===== src/rtl/aclk_time_counter.sv =====
// aclk_time_counter: running HH:MM clock held as four BCD digits.
// Advances one minute per rising edge of the minute tick, accepts
// validated time-set loads, and pulses hour_tick on a 59->00 minute wrap.
`timescale 1ns/1ps

module aclk_time_counter #(
  parameter bit MODE24 = 1'b1
) (
  input  logic       clk,
  input  logic       reset,
  input  logic       one_minute,
  input  logic       load_new_c,
  input  logic [3:0] new_ms_hr,
  input  logic [3:0] new_ls_hr,
  input  logic [3:0] new_ms_min,
  input  logic [3:0] new_ls_min,
  output logic [3:0] ms_hr,
  output logic [3:0] ls_hr,
  output logic [3:0] ms_min,
  output logic [3:0] ls_min,
  output logic       hour_tick,
  output logic       load_err
);

  // Reset time is 00:00 in 24-hour mode and 12:00 in 12-hour mode.
  localparam logic [3:0] RST_MS_HR = MODE24 ? 4'd0 : 4'd1;
  localparam logic [3:0] RST_LS_HR = MODE24 ? 4'd0 : 4'd2;

  logic       edge_reg;
  logic       armed;
  logic       inc;
  logic       hr_ok;
  logic       load_ok;
  logic       hour_wrap;
  logic [3:0] nxt_ms_hr;
  logic [3:0] nxt_ls_hr;
  logic [3:0] nxt_ms_min;
  logic [3:0] nxt_ls_min;

  // armed stays low for the first clock after reset release so that a
  // minute level already high at release is only sampled, never counted.
  assign inc = one_minute & ~edge_reg & armed;

  // Validate the requested load time against the configured hour range.
  always_comb begin
    hr_ok = 1'b0;
    if (MODE24) begin
      hr_ok = ((new_ms_hr < 4'd2) && (new_ls_hr <= 4'd9)) ||
              ((new_ms_hr == 4'd2) && (new_ls_hr <= 4'd3));
    end else begin
      hr_ok = ((new_ms_hr == 4'd0) && (new_ls_hr != 4'd0) && (new_ls_hr <= 4'd9)) ||
              ((new_ms_hr == 4'd1) && (new_ls_hr <= 4'd2));
    end
    load_ok = hr_ok && (new_ms_min <= 4'd5) && (new_ls_min <= 4'd9);
  end

  // Compute the time one minute ahead with per-digit BCD carries.
  always_comb begin
    nxt_ms_hr  = ms_hr;
    nxt_ls_hr  = ls_hr;
    nxt_ms_min = ms_min;
    nxt_ls_min = ls_min;
    hour_wrap  = 1'b0;
    if (ls_min != 4'd9) begin
      nxt_ls_min = ls_min + 4'd1;
    end else begin
      nxt_ls_min = 4'd0;
      if (ms_min != 4'd5) begin
        nxt_ms_min = ms_min + 4'd1;
      end else begin
        nxt_ms_min = 4'd0;
        hour_wrap  = 1'b1;
        if (MODE24) begin
          if ((ms_hr == 4'd2) && (ls_hr == 4'd3)) begin
            nxt_ms_hr = 4'd0;
            nxt_ls_hr = 4'd0;
          end else if (ls_hr == 4'd9) begin
            nxt_ms_hr = ms_hr + 4'd1;
            nxt_ls_hr = 4'd0;
          end else begin
            nxt_ls_hr = ls_hr + 4'd1;
          end
        end else begin
          if ((ms_hr == 4'd1) && (ls_hr == 4'd2)) begin
            nxt_ms_hr = 4'd0;
            nxt_ls_hr = 4'd1;
          end else if (ls_hr == 4'd9) begin
            nxt_ms_hr = 4'd1;
            nxt_ls_hr = 4'd0;
          end else begin
            nxt_ls_hr = ls_hr + 4'd1;
          end
        end
      end
    end
  end

  // Time register: load has priority over increment; a coincident tick is dropped.
  always_ff @(posedge clk or posedge reset) begin
    if (reset) begin
      ms_hr     <= RST_MS_HR;
      ls_hr     <= RST_LS_HR;
      ms_min    <= 4'd0;
      ls_min    <= 4'd0;
      hour_tick <= 1'b0;
      load_err  <= 1'b0;
      edge_reg  <= 1'b0;
      armed     <= 1'b0;
    end else begin
      edge_reg  <= one_minute;
      armed     <= 1'b1;
      hour_tick <= 1'b0;
      load_err  <= 1'b0;
      if (load_new_c) begin
        if (load_ok) begin
          ms_hr  <= new_ms_hr;
          ls_hr  <= new_ls_hr;
          ms_min <= new_ms_min;
          ls_min <= new_ls_min;
        end else begin
          load_err <= 1'b1;
        end
      end else if (inc) begin
        ms_hr     <= nxt_ms_hr;
        ls_hr     <= nxt_ls_hr;
        ms_min    <= nxt_ms_min;
        ls_min    <= nxt_ls_min;
        hour_tick <= hour_wrap;
      end
    end
  end

endmodule


===== config.mk =====
export PLATFORM = sky130hd
export DESIGN_NAME = aclk_time_counter
export DESIGN_NICKNAME = d
export VERILOG_FILES = /design/src/rtl/aclk_time_counter.sv
export SDC_FILE = /design/constraint.sdc
export NUM_CORES = 1
export LEC_CHECK = 0
export ABC_AREA = 0
export CAP_MARGIN = 20
export CELL_PAD_IN_SITES_DETAIL_PLACEMENT = 0
export CELL_PAD_IN_SITES_GLOBAL_PLACEMENT = 1
export CORE_ASPECT_RATIO = 1.25
export CORE_UTILIZATION = 38
export CTS_BUF_LIST = sky130_fd_sc_hd__clkbuf_2 sky130_fd_sc_hd__clkbuf_4 sky130_fd_sc_hd__clkbuf_8
export DETAILED_ROUTE_END_ITERATION = 8
export PLACE_DENSITY = 0.94
export SKIP_CTS_REPAIR_TIMING = 1
export SLEW_MARGIN = 20
export SYNTH_ARGS = -nofsm -noshare
export SYNTH_HDL_FRONTEND = slang
export SYNTH_SLANG_ARGS = --single-unit

===== constraint.sdc =====
create_clock -name clk -period 3.63 [get_ports clk]
set_clock_uncertainty 0.15 [all_clocks]
set_input_delay 0.363 -clock clk [delete_from_list [all_inputs] [get_ports clk]]
set_output_delay 0.363 -clock clk [all_outputs]
set_load 0.005 [all_outputs]

==> flow_metrics.env, run 1 <==
export IMPL_status="complete, no violations"
export IMPL_io_pins=38
export IMPL_die_area_um2=3550
export IMPL_synth_area_per_cell_um2=9.26
export IMPL_cp_cell_sequence="ha_1 -> nand2b_1 -> nor4_2 -> o21bai_1 -> o21ai_2 -> mux2_2"
export IMPL_routedWlPerCell_um=14.8
export IMPL_worstRegToRegCells=6
export IMPL_synth_fa_ha_area_frac=0.0398
export IMPL_finalInstanceArea_um2=1720
export IMPL_leakage_nw=0.705
export IMPL_power_density_nw_per_um2=463
export IMPL_antenna_cells=0
export IMPL_cts_made_buffers=3
export IMPL_hold_class="primary input to asynchronous set/reset pin"
export IMPL_max_slew_margin=0.482
export IMPL_path_class="flop to flop"
export IMPL_final_common_cell="clkdlybuf4s50_1"
export IMPL_dpl_hpwl_um=2340
export IMPL_overflow=0
export IMPL_fin_crit_ns=2.11
export IMPL_cts_root_buf="clkbuf_8"
export IMPL_port_buffers=37
export IMPL_drc_errors=0
export IMPL_cts_sinks=20
export IMPL_setup_tns_ns=0
export IMPL_antenna_found_initial=0
export IMPL_synth_seq_area_share=0.398
export IMPL_max_cap_violations=0
export IMPL_rsz0062_at_grt="false"
export IMPL_regToRegEndpoint="ms_hr[1]"
export IMPL_ir_drop_uv=294
export IMPL_clockBufferDepth=2
export IMPL_synthMuxAreaShare=0.0427
export IMPL_core_area_um2=3190
export IMPL_fp_dieW_um=53.5
export IMPL_crit_fanout=6
export IMPL_slowest_stage="dfrtp_1"
export IMPL_gp_congestion=0.836
export IMPL_synth_top_family_by_area="compound AO/OA/AOI/OAI gates"
export IMPL_rows=23
export IMPL_dpl_instance_area_um2=1670
export IMPL_synth_compound_area_share=0.230
export IMPL_vias=1199
export IMPL_synthSimpleGateAreaFrac=0.226
export IMPL_clk_latency_ns=0.25
export IMPL_finalSetupViolations=0
export IMPL_start_util=0.394
export IMPL_cts_tree="done"
export IMPL_finalCritPeriodShare=0.580
export IMPL_viasPerCell=5.68
export IMPL_fillers=305
export IMPL_multiInputGateArea_um2=716
export IMPL_final_antenna_net_count=0
export IMPL_die_h_um=66.3
export IMPL_synth_xor_area_frac=0.0278
export IMPL_grt_use_total=0.200
export IMPL_grt_pass1_vias=1217
export IMPL_synthFlopType="dfrtp_1"
export IMPL_syn_nets=160
export IMPL_most_common_layout_cells="clkdlybuf4s50_1 (37), dfrtp_1 (20), nand2_1 (16)"
export IMPL_hold_viol=0
export IMPL_grt_start_max_net_pins=29
export IMPL_synth_cells=136
export IMPL_r2r_slack_ns=1.52
export IMPL_syn_to_final_growth_pct=36.8
export IMPL_crit_arrival_ns=2.10
export IMPL_critPathTopFamily="simple AND/OR/NAND/NOR gates"
export IMPL_tightest_slew_ns=0.775
export IMPL_finalMaxSlewViolations=0
export IMPL_ys_ff_latch=20
export IMPL_seqCellArea_um2=500
export IMPL_cp_startpoint="ls_hr[0]"
export IMPL_ys_types=46
export IMPL_crit_required_ns=3.62
export IMPL_rr_startpoint="ls_hr[0]"
export IMPL_max_freq_mhz=475
export IMPL_grt_pass1_wl_um=5190
export IMPL_h_tree_depth=1
export IMPL_netlist_area_um2=1260
export IMPL_start_kind="flop"
export IMPL_cpPeakStageDelay_ns=0.45
export IMPL_drive_gt1_frac=0.0977
export IMPL_layout_nets=199
export IMPL_path_buf_inv=0
export IMPL_synth_warnings=0
export IMPL_dr_pass1_iters=4
export IMPL_async_flop_share=1.00
export IMPL_path_clk_slew_ns=0.08
export IMPL_synth_edf_count=0
export IMPL_drtIter0Drc=36
export IMPL_drt_wl_total_um=3110
export IMPL_cp_end_kind="flop"
-- layout make-up --
class                   count  share of cell area
well taps                  37              0.0269
repair buffers             38               0.219
multi-input cells         105               0.416
clock buffers               4              0.0320
flip-flops and latches     20               0.291
inverters                   7              0.0153
-- metrics by stage --
stage	setup slack (ns)	util	power (W)	instances	hold WS (ns)
3_5_place_dp	1.30	0.522	0.000631	207	0.441
5_1_grt	1.40	0.539	0.000849	211	0.450
2_1_floorplan	1.67	-	0.000476	136	0.177
6_report	1.52	0.539	0.000798	211	0.396
3_3_place_gp	1.31	0.522	0.000624	207	0.422
4_1_cts	1.52	0.539	0.000803	211	0.418
-- layer usage --
layer / global-route usage / up-vias / part of all wire
li1: - / 579 / -
met1: 0.225 / 577 / 0.42
met2: 0.342 / 37 / 0.53
met3: 0.0322 / 6 / 0.043
met4: 0.122 / 0 / 0.015
met5: 0 / - / 0
-- how the worst max path moves through the flow --
| stage | endpoint | slack (ns) | cells after the start |
|---|---|---|---|
| after detailed placement | ms_hr[1] | 1.30 | 6 |
| after global routing | ms_hr[2] | 1.40 | 6 |
| after floorplan | ls_hr[2] | 1.67 | 5 |
| after global placement | ms_hr[3] | 1.31 | 6 |
| final | ms_hr[1] | 1.52 | 6 |
| after CTS | ms_hr[1] | 1.52 | 6 |
-- power by group --
part	switching (W)	internal, W
logic	0.000100	0.000177
clock network	0.0000732	0.0000964
registers	0.0000825	0.000268
total	0.000256	0.000542
-- synth_stat cells, types with 3 or more instances --
| cell | count | area, um2 |
|---|---|---|
| a21oi_1 | 5 | 25.0 |
| nand3_1 | 8 | 40.0 |
| ha_1 | 4 | 50.1 |
| nor3_1 | 4 | 20.0 |
| o21a_1 | 3 | 22.5 |
| clkbuf_1 | 3 | 11.3 |
| o31ai_1 | 4 | 30.0 |
| xnor2_1 | 3 | 26.3 |
| dfrtp_1 | 20 | 500 |
| nand2b_1 | 4 | 25.0 |
| nand2_1 | 16 | 60.1 |
| mux2_2 | 3 | 33.8 |
| o21ai_0 | 8 | 40.0 |
| nor2_1 | 6 | 22.5 |
| inv_1 | 7 | 26.3 |
-- cells by family after synthesis --
kind of cell,after synthesis
AO/OA/AOI/OAI,40
XOR/XNOR,4
adder cells (fa/ha/maj),4
buffers and inverters,11
flip-flops,20
multiplexers,5
other,1
AND/OR/NAND/NOR,51
(Power assumes the default switching activity.)
==> run 2, diff against run 1 <==
Settings changed: CORE_UTILIZATION 38 to 36, PLACE_DENSITY 0.94 to 0.9.
Clock period 3.63 ns to 2 ns, I/O delays scaled along.
==> run 2 against run 1 <==
  * Clock power increased by 84%
  * Maximum frequency increased by 9.2%
  * Total power increased by 93%
  * Combinational power increased by 130%
  * First-iteration DRC count decreased by 22%
  * Final cell count increased by 10%
  * Register-to-register slack got worse by 1.5 ns
  * Sequential share of layout area decreased by 2.6 points
  * Critical endpoint is now ls_hr[2]
  * Largest cell class unchanged
==> flow_metrics.env, run 2 (synthesized netlist as in run 1, its figures left out) <==
export IMPL_r2r_slack_ns=0.07
export IMPL_finalInstanceArea_um2=1890
export IMPL_critPathTopFamily="simple AND/OR/NAND/NOR gates"
export IMPL_fillers=311
export IMPL_postLayoutCoreUtil=0.576
export IMPL_setup_tns_ns=0
export IMPL_grt_start_max_net_pins=21
export IMPL_grt_pass1_wl_um=5910
export IMPL_dpl_hpwl_um=2770
export IMPL_viasPerCell=5.56
export IMPL_dpl_instance_area_um2=1820
export IMPL_status="complete, no violations"
export IMPL_routedWlPerCell_um=15.6
export IMPL_final_common_cell="clkdlybuf4s50_1"
export IMPL_clockBufferDepth=2
export IMPL_grt_pass1_vias=1310
export IMPL_seqCellArea_um2=500
export IMPL_cts_sinks=20
export IMPL_rr_startpoint="ls_min[2]"
export IMPL_crit_required_ns=2.00
export IMPL_start_util=0.384
export IMPL_path_clk_slew_ns=0.08
export IMPL_path_class="flop to flop"
export IMPL_overflow=0
export IMPL_leakage_nw=0.810
export IMPL_cp_cell_sequence="and4bb_4 -> nand3_2 -> or4_4 -> o2bb2ai_1 -> a22o_1"
export IMPL_drt_wl_total_um=3610
export IMPL_drive_gt1_frac=0.200
export IMPL_h_tree_depth=1
export IMPL_port_buffers=37
export IMPL_die_h_um=68.1
export IMPL_drc_errors=0
export IMPL_start_kind="flop"
export IMPL_multiInputGateArea_um2=727
export IMPL_path_buf_inv=0
export IMPL_cts_root_buf="clkbuf_8"
export IMPL_rows=23
export IMPL_clk_latency_ns=0.26
export IMPL_hold_class="primary input to asynchronous set/reset pin"
export IMPL_max_freq_mhz=518
export IMPL_layout_nets=220
export IMPL_cpPeakStageDelay_ns=0.52
export IMPL_crit_fanout=4
export IMPL_rsz0062_at_grt="false"
export IMPL_cts_tree="done"
export IMPL_cp_startpoint="ls_min[2]"
export IMPL_gp_congestion=0.836
export IMPL_io_pins=38
export IMPL_drtIter0Drc=28
export IMPL_grt_use_total=0.222
export IMPL_fp_dieW_um=54.9
export IMPL_crit_arrival_ns=1.93
export IMPL_core_area_um2=3280
export IMPL_slowest_stage="or4_4"
export IMPL_finalSetupViolations=0
export IMPL_die_area_um2=3740
export IMPL_antenna_cells=0
export IMPL_max_cap_violations=0
export IMPL_antenna_found_initial=0
export IMPL_dr_pass1_iters=4
export IMPL_vias=1290
export IMPL_holdWs_ns=0.111
export IMPL_finalCritPeriodShare=0.964
export IMPL_most_common_layout_cells="clkdlybuf4s50_1 (37), buf_4 (22), dfrtp_1 (20)"
export IMPL_hold_viol=0
export IMPL_dp_cells=227
export IMPL_fin_crit_ns=1.93
export IMPL_ir_drop_uv=558
export IMPL_cp_end_kind="flop"
export IMPL_cts_made_buffers=3
export IMPL_syn_to_final_growth_pct=50.2
export IMPL_finalMaxSlewViolations=0
export IMPL_power_density_nw_per_um2=815
export IMPL_final_antenna_net_count=0
export IMPL_fin_cells=232
run 2: cell count changes in the layout (fill, tap and decap cells not counted):
cell      change
buf_4        +21
o21bai_4      +1
o21bai_1      -1
run 2: metrics by stage:
step                      setup WS, ns  power, W
final                           0.0710   0.00154
after global routing           0.00104   0.00164
after CTS                       0.0742   0.00155
after detailed placement       -0.0667   0.00122
after global placement         -0.0112   0.00119
after floorplan                 0.0449  0.000864
run 2: path summary, 6_finish.rpt:
check	to	cells past startpoint
max in group asynchronous	ls_min[0]	3
min in group clk	edge_reg	1
max	ls_hr[2]	5
min	hour_tick	3
max reg2reg	ls_hr[2]	5
min reg2reg	ms_hr[0]	2
run 2: layer usage:
layer | wire length [um] | GRT usage | up-vias
li1 | - | - | 626
met1 | 1530 | 0.267 | 618
met2 | 1870 | 0.390 | 38
met3 | 132 | 0.0267 | 8
met4 | 71 | 0.0801 | 0
met5 | 0 | 0 | -
run 2: area by class of cell:
cell class | count | share of cell area
Inverter | 7 | 0.0139
Tap cell | 37 | 0.0245
Sequential cell | 20 | 0.265
Clock buffer | 4 | 0.0291
Multi-Input combinational cell | 105 | 0.385
Timing Repair Buffer | 59 | 0.283
run 2: report_power, final:
part	internal [W]	switching, W	total, W
clock network	0.000175	0.000138	0.000313
logic	0.000388	0.000244	0.000633
registers	0.000487	0.000108	0.000595
total	0.00105	0.000490	0.00154
run 2: tightest hold or removal path, stage by stage:
cell and delay, ns:
clkdlybuf4s50_1 0.39, inv_1 0.05, buf_4 0.27
==> run 3, diff against run 2 <==
--- a/config.mk
+++ b/config.mk
@@ -12,6 +12,7 @@
 export CORE_ASPECT_RATIO = 1.25
 export CORE_UTILIZATION = 36
-export CTS_BUF_LIST = sky130_fd_sc_hd__clkbuf_2 sky130_fd_sc_hd__clkbuf_4 sky130_fd_sc_hd__clkbuf_8
+export CTS_BUF_LIST = sky130_fd_sc_hd__clkbuf_4
 export DETAILED_ROUTE_END_ITERATION = 8
+export GPL_ROUTABILITY_DRIVEN = 0
 export PLACE_DENSITY = 0.9
 export SKIP_CTS_REPAIR_TIMING = 1
==> constraint.sdc (replaced) <==
create_clock -name clk -period 2 [get_ports clk]
set_clock_uncertainty 0.15 [all_clocks]
set_input_delay 0.4 -clock clk [delete_from_list [all_inputs] [get_ports clk]]
set_output_delay 0.4 -clock clk [all_outputs]
set_load 0.005 [all_outputs]
==> run 3 against run 2 <==
  * Critical path depth decreased by 4
  * Combinational power increased by 2%
  * Final cell count increased by 2.2%
  * Maximum frequency decreased by 1.2%
  * Register-to-register slack about the same
  * Die area unchanged
  * First-iteration DRC count decreased by 11%
  * Total power decreased by 7.3%
  * Design area increased by 0.27%
  * Clock power decreased by 39%
  * Sequential power decreased by 0.7%
  * Highest routed layer unchanged
==> flow_metrics.env, run 3 (synthesized netlist as in run 1, its figures left out) <==
export IMPL_grt_start_max_net_pins=21
export IMPL_worstRegToRegCells=5
export IMPL_crit_fanout=9
export IMPL_power_density_nw_per_um2=753
export IMPL_grt_busiest_layer="met2"
export IMPL_path_class="flop to output port"
export IMPL_rr_startpoint="ls_min[1]"
export IMPL_dp_cells=233
export IMPL_die_area_um2=3740
export IMPL_cts_sinks=20
export IMPL_max_cap_violations=0
export IMPL_use_met2=0.404
export IMPL_power_frac_clock=0.135
export IMPL_path_buf_inv=1
export IMPL_io_pins=38
export IMPL_hold_viol=0
export IMPL_fin_cells=237
export IMPL_cts_made_buffers=3
export IMPL_cp_end_kind="output port"
export IMPL_start_util=0.384
export IMPL_antenna_cells=0
export IMPL_leakage_nw=0.824
export IMPL_r2r_slack_ns=0.08
export IMPL_layout_nets=226
export IMPL_vias=1301
export IMPL_ir_drop_uv=540
export IMPL_finalSetupViolations=0
export IMPL_cts_tree="done"
export IMPL_drtIter0Drc=25
export IMPL_pwr_share_comb=0.452
export IMPL_grt_pass1_vias=1331
export IMPL_clk_latency_ns=0.30
export IMPL_p_int_w=0.000950
export IMPL_rsz0062_at_grt="false"
export IMPL_drive_gt1_frac=0.220
export IMPL_finalMaxSlewViolations=0
export IMPL_port_buffers=37
export IMPL_crit_arrival_ns=1.40
export IMPL_sw_frac_of_total=0.334
export IMPL_drt_wl_total_um=3530
export IMPL_most_common_layout_cells="clkdlybuf4s50_1 (37), buf_4 (28), dfrtp_1 (20)"
export IMPL_overflow=0
export IMPL_core_area_um2=3280
export IMPL_status="complete, no violations"
export IMPL_dr_pass1_iters=4
export IMPL_die_h_um=68.1
export IMPL_fp_dieW_um=54.9
export IMPL_seqPwrFrac=0.414
export IMPL_final_antenna_net_count=0
export IMPL_dpl_hpwl_um=2770
export IMPL_dp_slack_ns=-0.233
export IMPL_final_common_cell="clkdlybuf4s50_1"
export IMPL_syn_to_final_growth_pct=50.6
export IMPL_postLayoutCoreUtil=0.578
export IMPL_h_tree_depth=1
export IMPL_routedWlPerCell_um=14.9
export IMPL_grtUsageMet1=0.254
export IMPL_grt_use_total=0.216
export IMPL_fin_crit_ns=1.95
export IMPL_final_setup_worst_slack_ns=0.0476
export IMPL_drc_errors=0
export IMPL_max_freq_mhz=512
export IMPL_antenna_found_initial=0
export IMPL_hold_class="primary input to asynchronous set/reset pin"
export IMPL_viasPerCell=5.49
export IMPL_path_clk_slew_ns=0.11
export IMPL_power_switching_w=0.000478
export IMPL_clockBufferDepth=2
export IMPL_cp_cell_sequence="clkdlybuf4s50_1"
export IMPL_slowest_stage="clkdlybuf4s50_1"
export IMPL_grt_use_met3=0.0289
export IMPL_grt_pass1_wl_um=5890
export IMPL_rows=23
export IMPL_critPathTopFamily="buffers and inverters"
export IMPL_cts_root_buf="clkbuf_4"
export IMPL_crit_required_ns=1.45
export IMPL_cpPeakStageDelay_ns=0.57
export IMPL_finalCritPeriodShare=0.976
export IMPL_start_kind="flop"
export IMPL_regToRegEndpoint="ls_hr[2]"
-- run 3: per-layer routing --
layer  vias to the layer above  wire (um)
li1                        634          -
met2                        34       1930
met1                       631       1470
met3                         2        129
met4                         0          4
met5                         -          0
-- run 3: worst max path at each step --
| stage | endpoint | cells past startpoint | from | slack (ns) |
|---|---|---|---|---|
| final | ms_min[0] | 1 | ms_min[0] | 0.05 |
| after floorplan | ls_hr[2] | 5 | ls_min[2] | 0.04 |
| after detailed placement | ls_hr[2] | 7 | load_new_c | -0.23 |
| after global routing | ls_hr[2] | 5 | ls_min[1] | 0.005 |
| after global placement | ls_hr[2] | 7 | load_new_c | -0.21 |
| after CTS | ms_min[0] | 1 | ms_min[0] | 0.05 |
-- run 3: metrics by stage --
step | instance area [um2] | power [W] | setup TNS [ns] | hold WS [ns]
2_1_floorplan | 1260 | 0.000864 | 0 | 0.214
6_report | 1900 | 0.00143 | 0 | 0.262
5_1_grt | 1900 | 0.00153 | 0 | 0.291
4_1_cts | 1880 | 0.00143 | 0 | 0.264
3_5_place_dp | 1860 | 0.00123 | -2.04 | 0.412
3_3_place_gp | 1860 | 0.00120 | -1.75 | 0.390
-- run 3: cell type report --
cell class                      count  area [um2]
Fill cell                         310        1390
Multi-Input combinational cell    105         719
Timing Repair Buffer               65         581
Sequential cell                    20         500
Tap cell                           37        46.3
Inverter                            7        26.3
Clock buffer                        3        22.5
-- run 3: power groups by stage --
stage	clock (W)	sequential, W	combinational (W)
after global placement	0	0.000588	0.000609
after detailed placement	0	0.000596	0.000630
after CTS	0.000199	0.000591	0.000636
after global routing	0.000219	0.000606	0.000701
final	0.000192	0.000591	0.000645
after floorplan	0	0.000615	0.000249
-- run 3: worst min-delay path: cells and delay by family --
kind / cells / cell delay (ns)
buffers and inverters: 3 / 0.71
